<file path="config.mk">
export PLATFORM = sky130hd
export DESIGN_NAME = control_ajuste_hora
export DESIGN_NICKNAME = d
export VERILOG_FILES = /design/src/rtl/control_ajuste_hora_pkg.sv /design/src/rtl/control_ajuste_hora_detector.sv /design/src/rtl/control_ajuste_hora.sv
export SDC_FILE = /design/constraint.sdc
export NUM_CORES = 1
export LEC_CHECK = 0
export CORE_ASPECT_RATIO = 0.75
export CORE_MARGIN = 5
export CORE_UTILIZATION = 62
export DETAILED_ROUTE_END_ITERATION = 10
export DONT_BUFFER_PORTS = 1
export GPL_ROUTABILITY_DRIVEN = 0
export PLACE_DENSITY_LB_ADDON = 0.3
export RECOVER_POWER = 50
export REMOVE_ABC_BUFFERS = 1
export SYNTH_ARGS = -nofsm -noshare
export SYNTH_HDL_FRONTEND = slang
export SYNTH_SLANG_ARGS = --single-unit
</file>
<file path="constraint.sdc">
create_clock -name clk -period 3.35 [get_ports clk]
set_input_delay 1.005 -clock clk [delete_from_list [all_inputs] [get_ports clk]]
set_output_delay 1.005 -clock clk [all_outputs]
set_load 0.02 [all_outputs]
</file>
<file path="src/rtl/control_ajuste_hora_pkg.sv">
// Shared definitions for the time-setting controller: FSM state encoding,
// field-select codes and the field rotation helpers.
// Optional feature: define CONTROL_TIMER_FIELDS_EN to extend the rotation
// with the timer fields (13..15).
package control_ajuste_hora_pkg;

   typedef enum logic [1:0] {
      ST_IDLE = 2'd0,
      ST_EDIT = 2'd1,
      ST_SAVE = 2'd2
   } state_t;

   // Field-select codes seen by the 2-digit counters.
   typedef enum logic [3:0] {
      FIELD_NONE = 4'd0,
      FIELD_HH   = 4'd10,
      FIELD_MM   = 4'd11,
      FIELD_SS   = 4'd12,
      FIELD_T_HH = 4'd13,
      FIELD_T_MM = 4'd14,
      FIELD_T_SS = 4'd15
   } field_t;

`ifdef CONTROL_TIMER_FIELDS_EN
   localparam int FIELD_COUNT = 6;
`else
   localparam int FIELD_COUNT = 3;
`endif

   // Last code of the rotation; the rotation always starts at FIELD_HH.
   localparam field_t FIELD_LAST = field_t'(4'(FIELD_HH + FIELD_COUNT - 1));

   // Right rotation: HH -> ... -> LAST -> HH.
   function automatic field_t next_field(input field_t f);
      if (f >= FIELD_LAST || f < FIELD_HH) return FIELD_HH;
      return field_t'(f + 4'd1);
   endfunction

   // Left rotation: LAST -> ... -> HH -> LAST.
   function automatic field_t prev_field(input field_t f);
      if (f <= FIELD_HH || f > FIELD_LAST) return FIELD_LAST;
      return field_t'(f - 4'd1);
   endfunction

endpackage

</file>
<file path="src/rtl/control_ajuste_hora_detector.sv">
// Button front end: registers a debounced level, produces a one-cycle rising
// edge tick and, while the button is held alone, auto-repeat ticks after
// REPEAT_DELAY cycles and then every REPEAT_PERIOD cycles.
module detector_flanco_repeticion #(
   parameter int REPEAT_DELAY  = 50_000_000,
   parameter int REPEAT_PERIOD = 10_000_000
) (
   input  logic clk,
   input  logic reset,
   input  logic btn,
   input  logic inhibit,
   input  logic clr,
   output logic level,
   output logic edge_tick,
   output logic repeat_tick
);

   localparam int CNT_MAX = (REPEAT_DELAY > REPEAT_PERIOD) ? REPEAT_DELAY : REPEAT_PERIOD;
   localparam int CW      = $clog2(CNT_MAX + 1);
   localparam logic [CW-1:0] DELAY_C  = CW'(REPEAT_DELAY);
   localparam logic [CW-1:0] PERIOD_C = CW'(REPEAT_PERIOD);
   localparam logic [CW-1:0] ONE_C    = CW'(1);

   logic          btn_q;
   logic          btn_prev;
   logic          repeating;
   logic [CW-1:0] cnt;
   logic          holding;

   assign level       = btn_q;
   assign edge_tick   = btn_q & ~btn_prev;
   assign holding     = btn_q & ~inhibit & ~clr;
   // cnt equals the number of cycles held so far, so the first repeat lands
   // exactly REPEAT_DELAY cycles after the edge tick.
   assign repeat_tick = holding & (cnt == (repeating ? PERIOD_C : DELAY_C));

   // Level/edge registers and the held-alone repeat counter.
   // NOTE: state is updated with non-blocking assignments so every flop
   // samples the pre-edge value of its neighbours.
   always_ff @(posedge clk or negedge reset) begin
      if (!reset) begin
         btn_q     <= 1'b0;
         btn_prev  <= 1'b0;
         repeating <= 1'b0;
         cnt       <= '0;
      end else begin
         btn_q    <= btn;
         btn_prev <= btn_q;
         if (!holding) begin
            cnt       <= '0;
            repeating <= 1'b0;
         end else if (repeat_tick) begin
            cnt       <= ONE_C;
            repeating <= 1'b1;
         end else begin
            cnt <= cnt + ONE_C;
         end
      end
   end

endmodule

</file>
<file path="src/rtl/control_ajuste_hora.sv">
// Time-setting controller: IDLE/EDIT/SAVE FSM that selects the field being
// edited, issues up/down pulses (with auto-repeat) and hands the result to
// the RTC interface with a bounded write handshake.
// Optional feature: CONTROL_TIMER_FIELDS_EN adds timer fields 13..15.
module control_ajuste_hora
   import control_ajuste_hora_pkg::*;
#(
   parameter int REPEAT_DELAY  = 50_000_000,
   parameter int REPEAT_PERIOD = 10_000_000,
   parameter int ACK_TIMEOUT   = 1024
) (
   input  logic       clk,
   input  logic       reset,
   input  logic       btn_prog,
   input  logic       btn_left,
   input  logic       btn_right,
   input  logic       btn_up,
   input  logic       btn_down,
   input  logic       wr_ack,
   output logic [3:0] en_count,
   output logic       enUP,
   output logic       enDOWN,
   output logic       prog_mode,
   output logic       wr_req,
   output logic       timeout_err
);

   localparam int ACW = $clog2(ACK_TIMEOUT + 1);
   localparam logic [ACW-1:0] ACK_LAST = ACW'(ACK_TIMEOUT - 1);
   localparam logic [ACW-1:0] ACK_ONE  = ACW'(1);

   state_t         state;
   field_t         field_q;
   logic [ACW-1:0] ack_cnt;

   logic prog_tick, left_tick, right_tick, up_tick, down_tick;
   logic up_rep, down_rep, up_level, down_level;
   logic in_edit, field_evt, rep_clr, up_fire, down_fire;
   logic unused_prog_level, unused_left_level, unused_right_level;
   logic unused_prog_rep, unused_left_rep, unused_right_rep;

   assign in_edit   = (state == ST_EDIT);
   assign field_evt = in_edit & (left_tick | right_tick);
   // Repeat timing restarts on any field change and whenever not editing.
   assign rep_clr   = ~in_edit | field_evt;
   // Either button level high on the other side blocks the pulse entirely.
   assign up_fire   = (up_tick | up_rep) & ~down_level;
   assign down_fire = (down_tick | down_rep) & ~up_level;
   assign en_count  = field_q;

   detector_flanco_repeticion #(.REPEAT_DELAY(REPEAT_DELAY), .REPEAT_PERIOD(REPEAT_PERIOD)) u_det_up (
      .clk(clk), .reset(reset), .btn(btn_up), .inhibit(down_level), .clr(rep_clr),
      .level(up_level), .edge_tick(up_tick), .repeat_tick(up_rep)
   );

   detector_flanco_repeticion #(.REPEAT_DELAY(REPEAT_DELAY), .REPEAT_PERIOD(REPEAT_PERIOD)) u_det_down (
      .clk(clk), .reset(reset), .btn(btn_down), .inhibit(up_level), .clr(rep_clr),
      .level(down_level), .edge_tick(down_tick), .repeat_tick(down_rep)
   );

   // Edge-only buttons: repeat permanently inhibited.
   detector_flanco_repeticion #(.REPEAT_DELAY(REPEAT_DELAY), .REPEAT_PERIOD(REPEAT_PERIOD)) u_det_prog (
      .clk(clk), .reset(reset), .btn(btn_prog), .inhibit(1'b1), .clr(1'b1),
      .level(unused_prog_level), .edge_tick(prog_tick), .repeat_tick(unused_prog_rep)
   );

   detector_flanco_repeticion #(.REPEAT_DELAY(REPEAT_DELAY), .REPEAT_PERIOD(REPEAT_PERIOD)) u_det_left (
      .clk(clk), .reset(reset), .btn(btn_left), .inhibit(1'b1), .clr(1'b1),
      .level(unused_left_level), .edge_tick(left_tick), .repeat_tick(unused_left_rep)
   );

   detector_flanco_repeticion #(.REPEAT_DELAY(REPEAT_DELAY), .REPEAT_PERIOD(REPEAT_PERIOD)) u_det_right (
      .clk(clk), .reset(reset), .btn(btn_right), .inhibit(1'b1), .clr(1'b1),
      .level(unused_right_level), .edge_tick(right_tick), .repeat_tick(unused_right_rep)
   );

   // Controller FSM with all outputs registered.
   always_ff @(posedge clk or negedge reset) begin
      if (!reset) begin
         state       <= ST_IDLE;
         field_q     <= FIELD_NONE;
         ack_cnt     <= '0;
         enUP        <= 1'b0;
         enDOWN      <= 1'b0;
         prog_mode   <= 1'b0;
         wr_req      <= 1'b0;
         timeout_err <= 1'b0;
      end else begin
         enUP   <= 1'b0;
         enDOWN <= 1'b0;
         unique case (state)
            ST_IDLE: begin
               if (prog_tick) begin
                  state       <= ST_EDIT;
                  field_q     <= FIELD_HH;
                  prog_mode   <= 1'b1;
                  timeout_err <= 1'b0;
               end
            end
            ST_EDIT: begin
               if (prog_tick) begin
                  state     <= ST_SAVE;
                  field_q   <= FIELD_NONE;
                  prog_mode <= 1'b0;
                  wr_req    <= 1'b1;
                  ack_cnt   <= '0;
               end else if (field_evt) begin
                  // Left and right together cancel; either one suppresses pulses.
                  if (right_tick && !left_tick) field_q <= next_field(field_q);
                  else if (left_tick && !right_tick) field_q <= prev_field(field_q);
               end else begin
                  enUP   <= up_fire;
                  enDOWN <= down_fire;
               end
            end
            ST_SAVE: begin
               if (wr_ack) begin
                  wr_req <= 1'b0;
                  state  <= ST_IDLE;
               end else if (ack_cnt == ACK_LAST) begin
                  wr_req      <= 1'b0;
                  timeout_err <= 1'b1;
                  state       <= ST_IDLE;
               end else begin
                  ack_cnt <= ack_cnt + ACK_ONE;
               end
            end
            default: begin
               state     <= ST_IDLE;
               field_q   <= FIELD_NONE;
               prog_mode <= 1'b0;
               wr_req    <= 1'b0;
            end
         endcase
      end
   end

endmodule

</file>
==> reports/qor.csv, run 1 <==
stage,metric,value,unit
status,outcome,"complete, no violations",
timing,max-slew violations,0,
synth,cell area after synthesis,4620,µm²
timing,"Hold Vio Cnt, Final",0,
synth,Synth Area in Compound Gates,13.1,%
final_layout,share of cells above drive strength 1,7.05,%
timing,skew final,0.00711,ns
final_layout,"commonest non-fill, non-tap cell in the layout",dfrtp_1,
floorplanning,FP Rows,27,
route,met3 wire length,492,µm
floorplanning,I/O pin total,17,
grt,GRT overflow,0,
route,Avg Vias per Cell,6.53,
job,Max Cap Viol,0,
setup_path,"Arr. time, crit path",2.83,ns
synth,xor-xnor portion of the synthesized cell area,5.50,%
synth,synth unique cells,56,
clock_tree,cts hold-fix bufs,0,
timing,RSZ-0062 raised after global routing,no,
synth,Synth area leaders,"dfrtp_1, nor3_1, a211oi_1",
power,Power Total,0.00232,W
clock_tree,root buffer cell,clkbuf_8,
setup_path,Crit path max-delay family,simple AND/OR/NAND/NOR gates,
grt,first-pass GRT wire length,17200,µm
floorplanning,starting density of the core,63.3,%
synth,Post-synth EDFFs,0,
grt,vias in the first global route,3662,
floorplanning,Die Ht,84.7,µm
setup_path,critical path startpoint category,flip-flop,
final_layout,Layout Area Growth over Synthesis,6.04,%
setup_path,Worst R2R End,u_det_down.cnt[24],
timing,Tcrit/Tclk final,78.2,%
setup_path,reg2reg path depth,4,
grt,GRT Total Usage,23.2,%
power,Power Dens Cells,474,nW/µm²
placement,Detailed Place HPWL,6620,µm
synth,post-synth top area share,46.6,%
final_layout,"commonest cells after routing, fill and taps aside","dfrtp_1, nor3_1, nand2_1, a211oi_1, nand4_1",
floorplanning,Die Wd,110,µm
placement,I/O Buffers,0,
power,Leak,1.77,nW
setup_path,Worst Setup SP,u_det_down.cnt[18],
clock_tree,# resized after CTS,0,
clock_tree,CTS tree,built,
clock_tree,"CTS clk-pin slew, worst paths",0.08,ns
timing,setup TNS,0,ns
setup_path,CP cell instances,or4b_2 -> nor4_1 -> o211a_2 -> a211oi_1,
worst_hold_path,Hold Crit Class,in -> async,
synth,adder-cell share of the synthesized area,2.71,%
route,Wirelength per Cell,17.7,µm
clock_tree,Max Buffers Root-to-Sink,2,
floorplanning,Core Footprint,7300,µm²
route,Post-DRT Antenna Nets,0,
clock_tree,clk_lat worst skew,0.36,ns
setup_path,"setup slack, reg-to-reg",0.73,ns
route,M1 wire length,4550,µm
route,met2 wire length,4880,µm
timing,slew margin rel.,49.6,%
grt,pin count of the biggest net entering global routing,87,
power,Peak VDD IR,0.000279,V
timing,final hold slack,0.338,ns
synth,Synth warnings,0,
route,top sig layer,met4,
clock_tree,# Post-CTS Setup Buffers,0,
setup_path,r2r startpoint,u_det_down.cnt[18],
timing,Worst-Margin Slew,0.756,ns
clock_tree,clk sinks,86,
route,Post-Route WL,10100,µm
synth,mux cell area share after synthesis,0.217,%
clock_tree,H-tree levels,3,
route,DRC errors left,0,
floorplanning,die area,9290,µm²
synth,Synth area leader,dfrtp_1,
route,via count,3724,
setup_path,"Worst Path Class, Setup",reg -> reg,
setup_path,end of the critical path,u_det_down.cnt[24],
synth,largest family of logic cells by synthesized area,simple AND/OR/NAND/NOR gates,
synth,synthesized flop and latch total,86,
timing,number of setup violations in the final report,0,
timing,Max Freq,382,MHz
synth,"Seq/Total Area, Yosys",46.6,%
setup_path,WP data required,3.56,ns
setup_path,WP buf/inv,0,
route,DRT iter0 DRCs,265,
synth,synthesized instance count,472,
clock_tree,total CTS buffers,9,
synth,Synth Flop Type,dfrtp_1,
setup_path,Critical Path End Type,flip-flop,
synth,synthesized area per cell,9.78,µm²
synth,post-synthesis async set-or-reset flop share,100,%
final_layout,Final Net Count,482,
synth,simple-gate share of the synthesized area,27.5,%
setup_path,Worst Path Max Fanout,25,
setup_path,CP Depth,4,
route,First-pass DRT Iterations,5,
setup_path,Slowest Stage Delay on Critical Path,0.68,ns
timing,Period minus WS final,2.62,ns
grt,initial antenna violation count,1,
setup_path,CP max-delay cell,or4b_2,
## per-layer routing
metal	global-route usage [%]	vias up
met3	6.23	20
li1	-	1765
met1	31.7	1851
met4	7.81	0
met5	0	-
met2	35.8	88
## where the power goes
part / internal, W / switching, W
combinational: 0.000118 / 0.000149
sequential: 0.00110 / 0.000153
clock: 0.000439 / 0.000360
total: 0.00166 / 0.000662
## how the worst min path moves through the flow
stage | end | slack, ns | depth (start not counted)
6_report | u_det_up.cnt[20] | 0.34 | 0
2_1_floorplan | u_det_right.btn_prev | 0.35 | 0
5_1_grt | en_count[1] | 0.30 | 0
3_5_place_dp | u_det_right.btn_prev | 0.36 | 0
3_3_place_gp | u_det_left.btn_prev | 0.36 | 0
4_1_cts | u_det_up.cnt[16] | 0.32 | 0
## logic make-up after synthesis
group | count (synthesis)
compound gates | 89
xor+xnor | 29
fa+ha+maj | 10
buf+inv | 45
flops | 86
mux | 1
simple gates | 212
## state kept, by name, indices dropped and copies added, names as in the netlist, 2 cells and up
signal and flops:
u_det_up.cnt 26, u_det_down.cnt 26, ack_cnt 11, en_count 4, state 2
## area by class of cell
type,instances,area [µm²]
Fill cell,562,2400
Timing Repair Buffer,6,45.0
Clock inverter,3,68.8
Antenna cell,1,2.50
Tap cell,101,126
Inverter,20,75.1
Clock buffer,12,145
Multi-Input combinational cell,341,2280
Sequential cell,86,2150
## stage by stage
| stage | std cells | worst slack [ns] | instance area [µm²] | util [%] |
|---|---|---|---|---|
| floorplan | 447 | 0.888 | 4490 | - |
| global placement | 554 | 0.873 | 4680 | 64.1 |
| detailed placement | 554 | 0.801 | 4680 | 64.1 |
| CTS | 569 | 0.760 | 4890 | 67.0 |
| global route | 570 | 0.533 | 4890 | 67.1 |
| finish | 570 | 0.729 | 4890 | 67.1 |
## synth_stat cells, drive strengths merged, types with 5 or more instances
cell type / instances
buf: 6
o21ai: 17
dfrtp: 86
xnor2: 15
ha: 10
nor4: 6
nor3b: 7
a211oi: 24
nand4b: 5
nor3: 37
a21oi: 12
o31ai: 18
clkbuf: 18
nor2: 12
and4: 9
inv: 20
nand2: 35
or4: 20
or3: 11
xor2: 14
nand4: 22
nand3: 19
(Power assumes the default switching activity.)
==> run 2, diff against run 1 <==
Settings changed: ABC_AREA set to 1.
Clock period 3.35 ns to 2.45 ns, I/O delays scaled along.
==> reports/qor.csv, run 2 <==
stage,metric,value,unit
floorplanning,I/O pin total,17,
status,outcome,"complete, no violations",
synth,synthesized flop and latch total,86,
synth,adder-cell share of the synthesized area,2.53,%
setup_path,"Worst Path Class, Setup",reg -> reg,
timing,skew final,0.0140,ns
floorplanning,Die Wd,113,µm
floorplanning,FP Rows,28,
final_layout,Layout Area Growth over Synthesis,5.39,%
power,Leak,2.19,nW
final_layout,largest registers,"u_det_down.cnt: 26 flops, u_det_up.cnt: 26 flops, ack_cnt: 11 flops",
power,Power Total,0.00310,W
setup_path,CP cell instances,ha_1 -> inv_1 -> nor2_1 -> nand2_1 -> nor2_1 -> nand2_1 -> xor2_1 -> nor2_1,
clock_tree,clk_lat worst skew,0.37,ns
final_layout,share of cells above drive strength 1,4.51,%
setup_path,CP max-delay cell,dfrtp_1,
setup_path,critical path startpoint category,flip-flop,
synth,Synth warnings,0,
placement,Detailed Place HPWL,8400,µm
power,clock share of power,28.7,%
timing,max-slew violations,0,
power,combinational share of power,17.1,%
route,First-pass DRT Iterations,5,
synth,Synth Area in Compound Gates,3.62,%
synth,xor-xnor portion of the synthesized cell area,5.67,%
setup_path,reg2reg path depth,8,
synth,mux cell area share after synthesis,0,%
synth,Synth area leaders,"dfrtp_1, nand2_1, nor2_1",
floorplanning,die area,9880,µm²
grt,vias in the first global route,4104,
synth,synth unique cells,28,
timing,setup TNS,0,ns
synth,cell area after synthesis,4940,µm²
setup_path,r2r startpoint,u_det_down.cnt[0],
final_layout,n_diodes,0,
route,Wirelength per Cell,13.7,µm
placement,I/O Buffers,0,
worst_hold_path,Hold Crit Class,in -> async,
synth,post-synthesis async set-or-reset flop share,100,%
job,Max Cap Viol,0,
setup_path,WP data required,2.73,ns
grt,initial antenna violation count,0,
clock_tree,H-tree levels,3,
route,DRC errors left,0,
clock_tree,clk sinks,86,
clock_tree,Max Buffers Root-to-Sink,2,
final_layout,Final Net Count,722,
timing,final hold slack,0.0568,ns
clock_tree,# Post-CTS Setup Buffers,0,
power,Peak VDD IR,0.000420,V
clock_tree,"CTS clk-pin slew, worst paths",0.09,ns
synth,post-synth top area share,43.5,%
route,DRT iter0 DRCs,357,
clock_tree,# resized after CTS,0,
floorplanning,Core Footprint,7810,µm²
setup_path,Most common cell on crit path,nor2_1,
setup_path,Worst Path Max Fanout,7,
setup_path,"setup slack, reg-to-reg",0.62,ns
synth,synthesized area per cell,7.10,µm²
final_layout,"commonest non-fill, non-tap cell in the layout",nand2_1,
timing,Tcrit/Tclk final,74.7,%
setup_path,Worst R2R End,u_det_down.cnt[10],
final_layout,"commonest cells after routing, fill and taps aside","nand2_1, nor2_1, inv_1, dfrtp_1, nand3_1",
setup_path,Slowest Stage Delay on Critical Path,0.47,ns
timing,slew margin rel.,60.5,%
power,Pint,0.00205,W
final_layout,Final Non-Filler Cells,814,
power,Power Dens Cells,595,nW/µm²
clock_tree,root buffer cell,clkbuf_8,
synth,Synth area leader,dfrtp_1,
timing,Worst-Margin Slew,0.592,ns
synth,"Seq/Total Area, Yosys",43.5,%
route,Post-DRT Antenna Nets,0,
final_layout,filler cell count in the final layout,679,
route,Post-Route WL,11100,µm
timing,Max Freq,546,MHz
route,Avg Vias per Cell,5.28,
placement,# placed instances,798,
floorplanning,starting density of the core,63.3,%
timing,"Hold Vio Cnt, Final",0,
power,Sw Ratio,34.0,%
grt,GRT Total Usage,24.3,%
power,NetSw,0.00105,W
grt,pin count of the biggest net entering global routing,87,
synth,Post-synth EDFFs,0,
floorplanning,Die Ht,87.3,µm
synth,most frequent cell after synthesis,nand2_1,
setup_path,"Arr. time, crit path",2.11,ns
clock_tree,cts hold-fix bufs,0,
synth,synthesized instance count,696,
synth,Synth Flop Type,dfrtp_1,
synth,largest family of logic cells by synthesized area,simple AND/OR/NAND/NOR gates,
synth,Commonest cells post-synth,"nand2_1, nor2_1, dfrtp_1, inv_1, nand3_1",
route,via count,4299,
timing,number of setup violations in the final report,0,
timing,Period minus WS final,1.83,ns
clock_tree,total CTS buffers,9,
setup_path,Critical Path End Type,flip-flop,
grt,first-pass GRT wire length,18900,µm
clock_tree,CTS tree,built,
grt,GRT overflow,0,
power,sequential power share,54.2,%
timing,RSZ-0062 raised after global routing,no,
synth,simple-gate share of the synthesized area,37.0,%
run 2: cell types whose count changed after synthesis, moves of 7 or more:
cell,previous run,this run
a211oi_1,24,1
and4_1,9,0
clkbuf_1,17,0
inv_1,20,86
nand2_1,35,211
nand3_1,19,39
nand4_1,21,11
nor2_1,12,153
nor3_1,37,18
o31ai_1,18,0
or3_1,10,0
or4_1,19,0
xnor2_1,15,8
xor2_1,14,24
run 2: cells by family (layout without fill, tap and decap cells):
logic type | after synthesis | in the layout
xor gates and xnor gates | 32 | 32
buffers and inverters | 94 | 107
AOI/OAI and AO/OA | 31 | 31
adders and majority gates | 10 | 10
and+or+nand+nor | 443 | 443
DFF | 86 | 86
run 2: power by group through the flow:
stage	clock network (W)	registers [W]	logic, W
6_report	0.000891	0.00168	0.000529
4_1_cts	0.000908	0.00168	0.000525
3_5_place_dp	0	0.00171	0.000525
3_3_place_gp	0	0.00170	0.000495
5_1_grt	0.000977	0.00170	0.000619
2_1_floorplan	0	0.00168	0.000419
run 2: routing by layer:
metal,global-route usage [%],share of wire [%],up-vias
met3,6.67,8.5,21
met2,36.5,43,167
met4,8.73,1.7,0
met5,0,0,-
li1,-,-,2152
met1,34.1,47,1959
run 2: worst max-delay path by stage:
stage | startpoint | to | slack [ns]
6_report | u_det_down.cnt[0] | u_det_down.cnt[10] | 0.62
5_1_grt | u_det_up.cnt[0] | u_det_up.cnt[21] | 0.41
4_1_cts | u_det_down.cnt[0] | enDOWN | 0.64
3_5_place_dp | u_det_up.cnt[0] | u_det_up.cnt[21] | 0.67
3_3_place_gp | u_det_down.cnt[0] | enDOWN | 0.67
2_1_floorplan | u_det_up.cnt[0] | u_det_up.cnt[14] | 0.95
run 2: area by class of cell:
cell class	instances	area (µm²)	share of cell area [%]
clock buffers	11	131	2.52
multi-input cells	516	2410	46.3
repair buffers	1	7.51	0.144
inverters	90	338	6.49
flip-flops and latches	86	2150	41.3
well taps	105	131	2.52
clock inverters	5	35.0	0.673
run 2: stage by stage:
step	utilization, %	worst slack, ns	area [µm²]
final	66.7	0.620	5210
after global routing	66.7	0.408	5210
after CTS	66.7	0.642	5210
after detailed placement	64.5	0.671	5040
after global placement	64.5	0.670	5040
after floorplan	-	0.946	4900
run 2: worst max-delay path, delay by kind of cell (launching register included):
family	cells	cell delay, ns
simple gates	5	0.83
flops	1	0.47
fa+ha+maj	1	0.24
xor+xnor	1	0.15
buf+inv	1	0.06
==> run 3, diff against run 2 <==
Clock period 2.45 ns to 1.8 ns, I/O delays scaled along.
==> reports/qor.csv, run 3 (synthesized netlist as in run 2, its figures left out) <==
stage,metric,value,unit
status,outcome,"finished, violations left",
status,violated checks,hold timing,
placement,Detailed Place HPWL,8430,µm
power,Leak,2.30,nW
setup_path,critical path startpoint category,flip-flop,
final_layout,n_diodes,0,
route,Post-Route WL,11400,µm
clock_tree,Max Buffers Root-to-Sink,2,
timing,"Hold Vio Cnt, Final",86,
clock_tree,"CTS clk-pin slew, worst paths",0.09,ns
route,Wirelength per Cell,13.7,µm
grt,GRT overflow,0,
power,Peak VDD IR,0.000699,V
timing,post-route setup slack,0.155,ns
route,DRT iter0 DRCs,275,
route,First-pass DRT Iterations,5,
timing,final hold slack,-0.140,ns
timing,Period minus WS final,1.64,ns
setup_path,Critical Path End Type,flip-flop,
final_layout,share of cells above drive strength 1,7.46,%
timing,Tcrit/Tclk final,91.4,%
floorplanning,Die Ht,87.3,µm
final_layout,largest registers,"u_det_down.cnt: 26 flops, u_det_up.cnt: 26 flops, ack_cnt: 11 flops",
placement,# placed instances,806,
grt,GRT Total Usage,24.8,%
grt,initial antenna violation count,0,
timing,max-slew violations,0,
clock_tree,CTS tree,built,
floorplanning,die area,9880,µm²
timing,Max Freq,608,MHz
clock_tree,root buffer cell,clkbuf_8,
final_layout,Final Net Count,737,
final_layout,FF/Latch Area,2150,µm²
timing,setup TNS,0,ns
grt,first-pass GRT wire length,19400,µm
route,via count,4425,
clock_tree,total CTS buffers,9,
worst_hold_path,Hold Crit Class,in -> async,
setup_path,reg2reg path depth,8,
setup_path,Worst Path Max Fanout,4,
grt,vias in the first global route,4245,
setup_path,"Worst Path Class, Setup",reg -> reg,
placement,pre-CTS WS,0.104,ns
floorplanning,Die Wd,113,µm
final_layout,"commonest cells after routing, fill and taps aside","nand2_1, nor2_1, inv_1, dfrtp_1, nand3_1",
route,Post-DRT Antenna Nets,0,
floorplanning,starting density of the core,63.3,%
power,Power Dens Cells,865,nW/µm²
final_layout,filler cell count in the final layout,653,
floorplanning,FP Rows,28,
final_layout,area occupied by multi-input gates,2430,µm²
timing,skew final,0.0102,ns
final_layout,Final Non-Filler Cells,829,
floorplanning,Core Footprint,7810,µm²
clock_tree,H-tree levels,3,
final_layout,Layout Area Growth over Synthesis,9.34,%
route,Avg Vias per Cell,5.34,
setup_path,"Arr. time, crit path",1.90,ns
setup_path,WP data required,2.05,ns
final_layout,Final Core Density,69.2,%
clock_tree,clk sinks,86,
final_layout,"commonest non-fill, non-tap cell in the layout",nand2_1,
timing,Worst-Margin Slew,0.342,ns
floorplanning,I/O pin total,17,
placement,I/O Buffers,0,
route,DRC errors left,0,
timing,number of setup violations in the final report,0,
clock_tree,clk_lat worst skew,0.36,ns
grt,pin count of the biggest net entering global routing,87,
timing,slew margin rel.,77.2,%
job,Max Cap Viol,0,
run 3: cell types whose count changed in the layout (fill, tap and decap cells not counted), sizes merged:
cell / change
clkbuf: -1
buf: +15
bufinv: +2
clkinv: -1
inv: +1
clkinvlp: -1
run 3: worst paths after layout:
kind,from,to,slack (ns)
max reg2reg,u_det_up.cnt[0],u_det_up.cnt[14],0.16
max,u_det_up.cnt[0],u_det_up.cnt[14],0.16
max in group asynchronous,reset,u_det_prog.btn_prev,1.81
min,reset,u_det_down.cnt[23],-0.14
min in group clk,btn_left,u_det_left.level,0.20
min reg2reg,u_det_left.level,u_det_left.btn_prev,0.39
run 3: routing by layer:
metal  track usage (%)  vias up  wire (µm)
met5                 0        -          0
met4              7.21        0        156
met3              6.39       17       1030
met2              39.1      181       5110
met1              34.3     2038       5100
li1                  -     2189          -
run 3: power breakdown:
| part | total (W) | internal [W] | switching [W] |
|---|---|---|---|
| Sequential | 0.00225 | 0.00205 | 0.000198 |
| Clock | 0.00154 | 0.000829 | 0.000715 |
| Combinational | 0.000877 | 0.000322 | 0.000555 |
run 3: cell type report:
cell class	instances	share of cell area, %
timing repair buffer	16	2.22
inverter	90	6.25
multi-input combinational	516	45.0
clock buffer	10	2.55
clock inverter	6	1.69
sequential	86	39.8
tap	105	2.43
run 3: through the flow:
stage	cell area, µm²	total power, W	hold slack (ns)
detailed placement	5100	0.00307	0.247
finish	5400	0.00467	-0.140
global placement	5100	0.00303	0.247
floorplan	4900	0.00285	0.244
CTS	5330	0.00461	-0.148
global route	5400	0.00494	-0.173
run 3: worst max-delay path: stages (launching register included):
cell and delay (ns):
dfrtp_1 0.41, ha_1 0.24, nand2_1 0.09, nor2_1 0.14, nand2_1 0.13, nor2_2 0.22, nand3_1 0.12, xor2_1 0.15
nor2_1 0.05
run 3: what timing repair did:
item                       in CTS  in global routing
buffers inserted                0                  7
resized for setup               0                  6
setup endpoints to repair       0                 30
hold endpoints to repair       86                 86
